**config.mk**
```make
export PLATFORM = sky130hd
export DESIGN_NAME = ceu_cap_check
export DESIGN_NICKNAME = d
export VERILOG_FILES = /design/src/rtl/ceu_cap_check_pkg.sv /design/src/rtl/ceu_cap_check_table.sv /design/src/rtl/ceu_cap_check.sv
export SDC_FILE = /design/constraint.sdc
export NUM_CORES = 2
export LEC_CHECK = 0
export CAP_MARGIN = 10
export CORE_UTILIZATION = 25
export CTS_BUF_LIST = sky130_fd_sc_hd__clkbuf_2
export DETAILED_ROUTE_END_ITERATION = 7
export MAX_ROUTING_LAYER = met4
export PLACE_DENSITY = 0.42
export SYNTH_ARGS = -nofsm -noshare
export SYNTH_HDL_FRONTEND = slang
export SYNTH_HIERARCHICAL = 1
export SYNTH_SLANG_ARGS = --single-unit
```
**constraint.sdc**
```tcl
create_clock -name aclk -period 12.3 [get_ports aclk]
set_clock_uncertainty 0.15 [all_clocks]
set_input_delay 2.46 -clock aclk [delete_from_list [all_inputs] [get_ports aclk]]
set_output_delay 2.46 -clock aclk [all_outputs]
set_load 0.05 [all_outputs]
```
**src/rtl/ceu_cap_check_pkg.sv**
```systemverilog
// lynxTypes: shared widths, request/capability types and reject cause encodings for the CEU capability checker
package lynxTypes;

    localparam int VADDR_BITS = 48;
    localparam int LEN_BITS   = 28;
    localparam int PID_BITS   = 6;

    localparam logic [1:0] CAP_ERR_NONE   = 2'd0;
    localparam logic [1:0] CAP_ERR_NOCAP  = 2'd1;
    localparam logic [1:0] CAP_ERR_PERM   = 2'd2;
    localparam logic [1:0] CAP_ERR_BOUNDS = 2'd3;

    typedef struct packed {
        logic [VADDR_BITS-1:0] vaddr;
        logic [LEN_BITS-1:0]   len;
        logic [PID_BITS-1:0]   pid;
    } req_t;

    typedef struct packed {
        logic [VADDR_BITS-1:0] base;
        logic [LEN_BITS-1:0]   len;
        logic [1:0]            perm;
    } cap_t;

    // Prioritised check; ends are formed one bit wider so a carry out of the address space is seen, never wrapped.
    // An out-of-range pid reaches here as an entry with perm 0, so it lands in the no-capability cause.
    function automatic logic [1:0] cap_cause(input req_t r, input cap_t c, input logic is_wr);
        logic [VADDR_BITS:0] req_end;
        logic [VADDR_BITS:0] cap_end;
        req_end = {1'b0, r.vaddr} + (VADDR_BITS+1)'(r.len);
        cap_end = {1'b0, c.base} + (VADDR_BITS+1)'(c.len);
        if (c.perm == 2'b00)
            return CAP_ERR_NOCAP;
        if (!(is_wr ? c.perm[1] : c.perm[0]))
            return CAP_ERR_PERM;
        if (r.len == '0 || r.vaddr < c.base || req_end[VADDR_BITS] || req_end > cap_end)
            return CAP_ERR_BOUNDS;
        return CAP_ERR_NONE;
    endfunction

endpackage

```
**src/rtl/ceu_cap_check_table.sv**
```systemverilog
// ceu_cap_table: capability table with one synchronous write port and one registered read port
module ceu_cap_table
    import lynxTypes::*;
#(
    parameter int N_CAPS = 16
) (
    input  logic                aclk,
    input  logic                aresetn,
    input  logic                wr_en,
    input  logic [PID_BITS-1:0] wr_idx,
    input  cap_t                wr_cap,
    input  logic                rd_en,
    input  logic [PID_BITS-1:0] rd_idx,
    output cap_t                rd_cap
);

    localparam int IW = N_CAPS > 1 ? $clog2(N_CAPS) : 1;

    logic [VADDR_BITS-1:0] base_q [N_CAPS];
    logic [LEN_BITS-1:0]   len_q  [N_CAPS];
    logic [1:0]            perm_q [N_CAPS];
    logic                  wr_hit;
    logic                  rd_hit;

    assign wr_hit = wr_en && ({1'b0, wr_idx} < (PID_BITS+1)'(N_CAPS));
    assign rd_hit = {1'b0, rd_idx} < (PID_BITS+1)'(N_CAPS);

    // Address window storage; validity lives in perm, so these need no reset
    always_ff @(posedge aclk) begin
        if (wr_hit) begin
            base_q[wr_idx[IW-1:0]] <= wr_cap.base;
            len_q[wr_idx[IW-1:0]]  <= wr_cap.len;
        end
    end

    // Permissions clear on reset so every entry starts invalid
    always_ff @(posedge aclk or negedge aresetn) begin
        if (!aresetn) begin
            for (int i = 0; i < N_CAPS; i++)
                perm_q[i] <= 2'b00;
        end else if (wr_hit) begin
            perm_q[wr_idx[IW-1:0]] <= wr_cap.perm;
        end
    end

    // Registered read samples the pre-write contents; out-of-range pids read as an empty entry
    always_ff @(posedge aclk or negedge aresetn) begin
        if (!aresetn)
            rd_cap <= '0;
        else if (rd_en)
            rd_cap <= rd_hit ? '{base: base_q[rd_idx[IW-1:0]], len: len_q[rd_idx[IW-1:0]], perm: perm_q[rd_idx[IW-1:0]]} : '0;
    end

endmodule

```
**src/rtl/ceu_cap_check.sv**
```systemverilog
// ceu_cap_check: two-stage capability check that forwards permitted user requests and drops/reports the rest
module ceu_cap_check
    import lynxTypes::*;
#(
    parameter int N_CAPS = 16,
    parameter bit IS_WR  = 1'b0
) (
    input  logic                  aclk,
    input  logic                  aresetn,
    input  logic                  s_req_valid,
    output logic                  s_req_ready,
    input  req_t                  s_req_data,
    output logic                  m_req_valid,
    input  logic                  m_req_ready,
    output req_t                  m_req_data,
    input  logic                  cap_wr_en,
    input  logic [PID_BITS-1:0]   cap_idx,
    input  logic [VADDR_BITS-1:0] cap_base,
    input  logic [LEN_BITS-1:0]   cap_len,
    input  logic [1:0]            cap_perm,
    output logic                  err_valid,
    output logic [PID_BITS-1:0]   err_pid,
    output logic [1:0]            err_cause,
    output logic [31:0]           rej_cnt
);

    cap_t       cap_wr;
    cap_t       s1_cap;
    cap_t       s2_cap;
    req_t       s1_req;
    req_t       s2_req;
    logic       s1_valid;
    logic       s2_valid;
    logic       s2_free;
    logic       s_hs;
    logic [1:0] cause;

    assign cap_wr = '{base: cap_base, len: cap_len, perm: cap_perm};

    ceu_cap_table #(.N_CAPS(N_CAPS)) u_table (
        .aclk    (aclk),
        .aresetn (aresetn),
        .wr_en   (cap_wr_en),
        .wr_idx  (cap_idx),
        .wr_cap  (cap_wr),
        .rd_en   (s_hs),
        .rd_idx  (s_req_data.pid),
        .rd_cap  (s1_cap)
    );

    assign cause       = cap_cause(s2_req, s2_cap, IS_WR);
    assign m_req_valid = s2_valid && cause == CAP_ERR_NONE;
    assign err_valid   = s2_valid && cause != CAP_ERR_NONE;
    assign m_req_data  = s2_req;
    assign err_pid     = s2_req.pid;
    assign err_cause   = cause;
    assign s2_free     = !s2_valid || err_valid || m_req_ready;
    assign s_req_ready = !s1_valid || s2_free;
    assign s_hs        = s_req_valid && s_req_ready;

    // S1 occupancy; the table read register is the S1 copy of the entry
    always_ff @(posedge aclk or negedge aresetn) begin
        if (!aresetn)
            s1_valid <= 1'b0;
        else if (s_req_ready)
            s1_valid <= s_req_valid;
    end

    // S1 request payload
    always_ff @(posedge aclk) begin
        if (s_hs)
            s1_req <= s_req_data;
    end

    // S2 occupancy; a reject frees S2 in the same cycle it is reported
    always_ff @(posedge aclk or negedge aresetn) begin
        if (!aresetn)
            s2_valid <= 1'b0;
        else if (s2_free)
            s2_valid <= s1_valid;
    end

    // S2 payload snapshots request and entry together so later table writes cannot touch it
    always_ff @(posedge aclk) begin
        if (s2_free && s1_valid) begin
            s2_req <= s1_req;
            s2_cap <= s1_cap;
        end
    end

    // Saturating reject counter
    always_ff @(posedge aclk or negedge aresetn) begin
        if (!aresetn)
            rej_cnt <= '0;
        else if (err_valid && rej_cnt != 32'hFFFF_FFFF)
            rej_cnt <= rej_cnt + 32'd1;
    end

endmodule

```
==> impl_metrics.toml <==
[outcome]
status = "finished, final reports clean"

[timing]
setup_viol = 0
tightest_slew_ps = 1280
holdWs_ps = 168
max_freq_ghz = 0.0875
finalHoldViolations = 0
slew_violations = 0
post-route-min-period_ps = 11430
rsz0062_at_grt = "no"
slew_headroom = 0.144
post-route-period-util = 0.929
fin_ws_ps = 874
setup_tns_ps = 0

[worst_setup_path]
cp_max_fo = 36
cp-start-kind = "register"
slowest_delay_ps = 790
end_kind = "output pin"
path_class = "register to output pin"
required_ps = 9690
cp.arrival_ps = 8820
crit_path_top_delay_cell = "clkdlybuf4s50_1"
cp_common_cell = "o21ai_0"
crit_chain = "ha_1 -> inv_1 -> fa_1 -> nand2b_1 -> a21oi_1 -> a21o_1 -> o21ai_0 -> o31a_1 -> o31ai_1 -> o31a_2 -> o21ai_0 -> xnor2_1 -> ha_1 -> a21oi_1 -> o21ai_0 -> a221o_1 -> a2111oi_0 -> o211ai_1 -> a221o_2 -> a31oi_4 -> buf_6 -> and2_1 -> clkdlybuf4s50_1"

[clocking]
cts_root_buf = "clkbuf_2"
hold_buffers = 0
cts_max_level = 5
cts_buffer_depth = 4
post_cts_buffers = 0
cts.sinks = 1602
clk_pin_slew_worst_paths_ps = 120
clock_latency_ps = 1940
cts_buffers = 436
cts_tree = "done"

[power_and_ir_drop]
ir_drop_uv = 86.1
pwr_density_cell_mw_per_mm2 = 145
power.leakage_nw = 26.8
power_mw = 11.1

[min_path]
holdCritPathClass = "register to register"

[die]
die_x_um = 513
core_mm2 = 0.260
die_h_um = 513
rows = 187
initial_core_util = 0.252
io-pin-count = 296
die-area_mm2 = 0.264

[drt]
ant_nets = 0
first_pass_iters = 5
drc = 0
dr_total_vias = 36300
drtIter0Drc = 2478
vias_per_cell = 4.58
wl_per_cell_um = 25.6
wl_um = 203000

[logic_synthesis]
yosysMostFrequentCell = "edfxtp_1"
yosysTopAreaCellShare = 0.670
netlist_area_mm2 = 0.0654
synthTopCellsByCount = "edfxtp_1, mux4_2, mux2i_1"
seq_area_frac_synth = 0.725
synth_ff_type = "edfxtp_1"
yosysTopAreaCell = "edfxtp_1"
yosys_warnings = 6
syn_inst = 3535
synth.area.top_cells = "edfxtp_1, mux4_2, dfrtp_1, mux2i_1, ha_1"
syn_nets = 3861
synth_edf_count = 1458
async_flop_share = 0.0899
synth_seq_cells = 1602
synth.avg_cell_area_um2 = 18.5
ys_types = 78

[final_layout]
drive_gt1_frac = 0.249
layout.nets = 4495
nFillCells = 25900
area_growth_pct = 17.0
final_cell_area_mm2 = 0.0765

[run]
maxCapViolations = 0

[placement]
place_congestion = 0.773
pre_cts_ws_ps = 2310
dp_hpwl_um = 114000
placed_area_mm2 = 0.0725
portBuffers = 295

[global_route]
first_global_vias = 37900
grt_max_degree = 101
antenna_found_initial = 33
grt_util_all_layers = 0.157
grt_overflow_total = 0
grt_pass1_wl_um = 287000
-- power breakdown --
part,internal [mW],switching [mW]
clock,1.57,2.22
combinational,0.428,0.672
sequential,6.08,0.131
total,8.08,3.02
-- per-layer routing --
| layer | vias to the layer above | global-route usage | routed length (um) |
|---|---|---|---|
| met4 | 0 | 0.0361 | 3070 |
| met5 | - | - | 0 |
| met1 | 19000 | 0.210 | 94800 |
| met2 | 1067 | 0.245 | 95100 |
| li1 | 15900 | - | - |
| met3 | 283 | 0.0316 | 10000 |
-- path summary, 6_finish.rpt --
kind | slack (ps) | depth (start not counted) | to | from
setup reg to reg | 3610 | 28 | u_table/rd_cap[56] | s2_cap[30]
setup / recovery | 870 | 23 | m_req_valid | s2_cap[30]
hold / removal | 170 | 0 | m_req_data[44] | s1_req[44]
hold reg to reg | 170 | 0 | m_req_data[44] | s1_req[44]
max in group asynchronous | 10050 | 2 | u_table/rd_cap[56] | aresetn
min in group asynchronous | 370 | 1 | rej_cnt[27] | aresetn
-- flip-flops by register name (all words and copies together) (netlist names), 6 cells and up --
signal,cells
u_table/len_q,448
s1_req,82
rej_cnt,32
u_table/base_q,768
u_table/perm_q,32
err_pid,6
m_req_data,76
u_table/rd_cap,78
s2_cap,78
-- placed cells by master, fill, tap and decap left out, types with 39 or more instances in the layout --
cell,count
a21oi_1,76
a221oi_1,47
buf_4,39
clkbuf_2,701
clkdlybuf4s50_1,290
clkinv_1,58
dfrtp_1,144
edfxtp_1,1458
ha_1,153
inv_1,163
mux2i_1,234
mux4_2,235
nand2_1,77
nand3_1,46
nor2_1,53
o21ai_0,69
o21ai_1,59
o221ai_1,79
xnor2_1,63
xor2_1,52
-- final cells by class --
type | count | area, um^2 | share of cell area
Clock buffer | 701 | 3510 | 0.0459
Multi-Input combinational cell | 1615 | 16700 | 0.218
Antenna cell | 21 | 52.6 | 0.000687
Inverter | 164 | 621 | 0.00811
Timing Repair Buffer | 350 | 3570 | 0.0467
Sequential cell | 1602 | 47400 | 0.620
Clock inverter | 77 | 415 | 0.00543
Tap cell | 3402 | 4260 | 0.0557
-- critical path: cells and delay by family (launching register included) --
kind                       cells  cell delay (ps)
AOI/OAI and AO/OA             14             3770
and+or+nand+nor                2              360
buffers and inverters          3             1170
adders and majority gates      3              920
xor gates and xnor gates       1              170
DFF                            1              430
-- repair_timing --
action / 4_1_cts / 5_1_grt
setup endpoints to repair: 1 / 1
hold endpoints to repair: 0 / 0
resized for setup: 1 / 2
pin swaps: 0 / 0
-- per-stage QoR --
stage | std cells | util
after floorplan | 3535 | -
after global placement | 7133 | 0.279
after detailed placement | 7133 | 0.279
after CTS | 7911 | 0.294
after global routing | 7930 | 0.294
final | 7932 | 0.295
-- cell families (layout without fill, tap and decap cells) --
group | count (synthesis) | after routing | share of synthesized area
multiplexers | 502 | 502 | 0.122
AND/OR/NAND/NOR | 364 | 364 | 0.0302
adder cells (fa/ha/maj) | 155 | 155 | 0.0299
buffers and inverters | 318 | 1292 | 0.0226
other | 0 | 21 | 0
XOR/XNOR | 115 | 115 | 0.0154
AO/OA/AOI/OAI | 479 | 479 | 0.0546
flip-flops | 1602 | 1602 | 0.725
(Power assumes the default switching activity.)
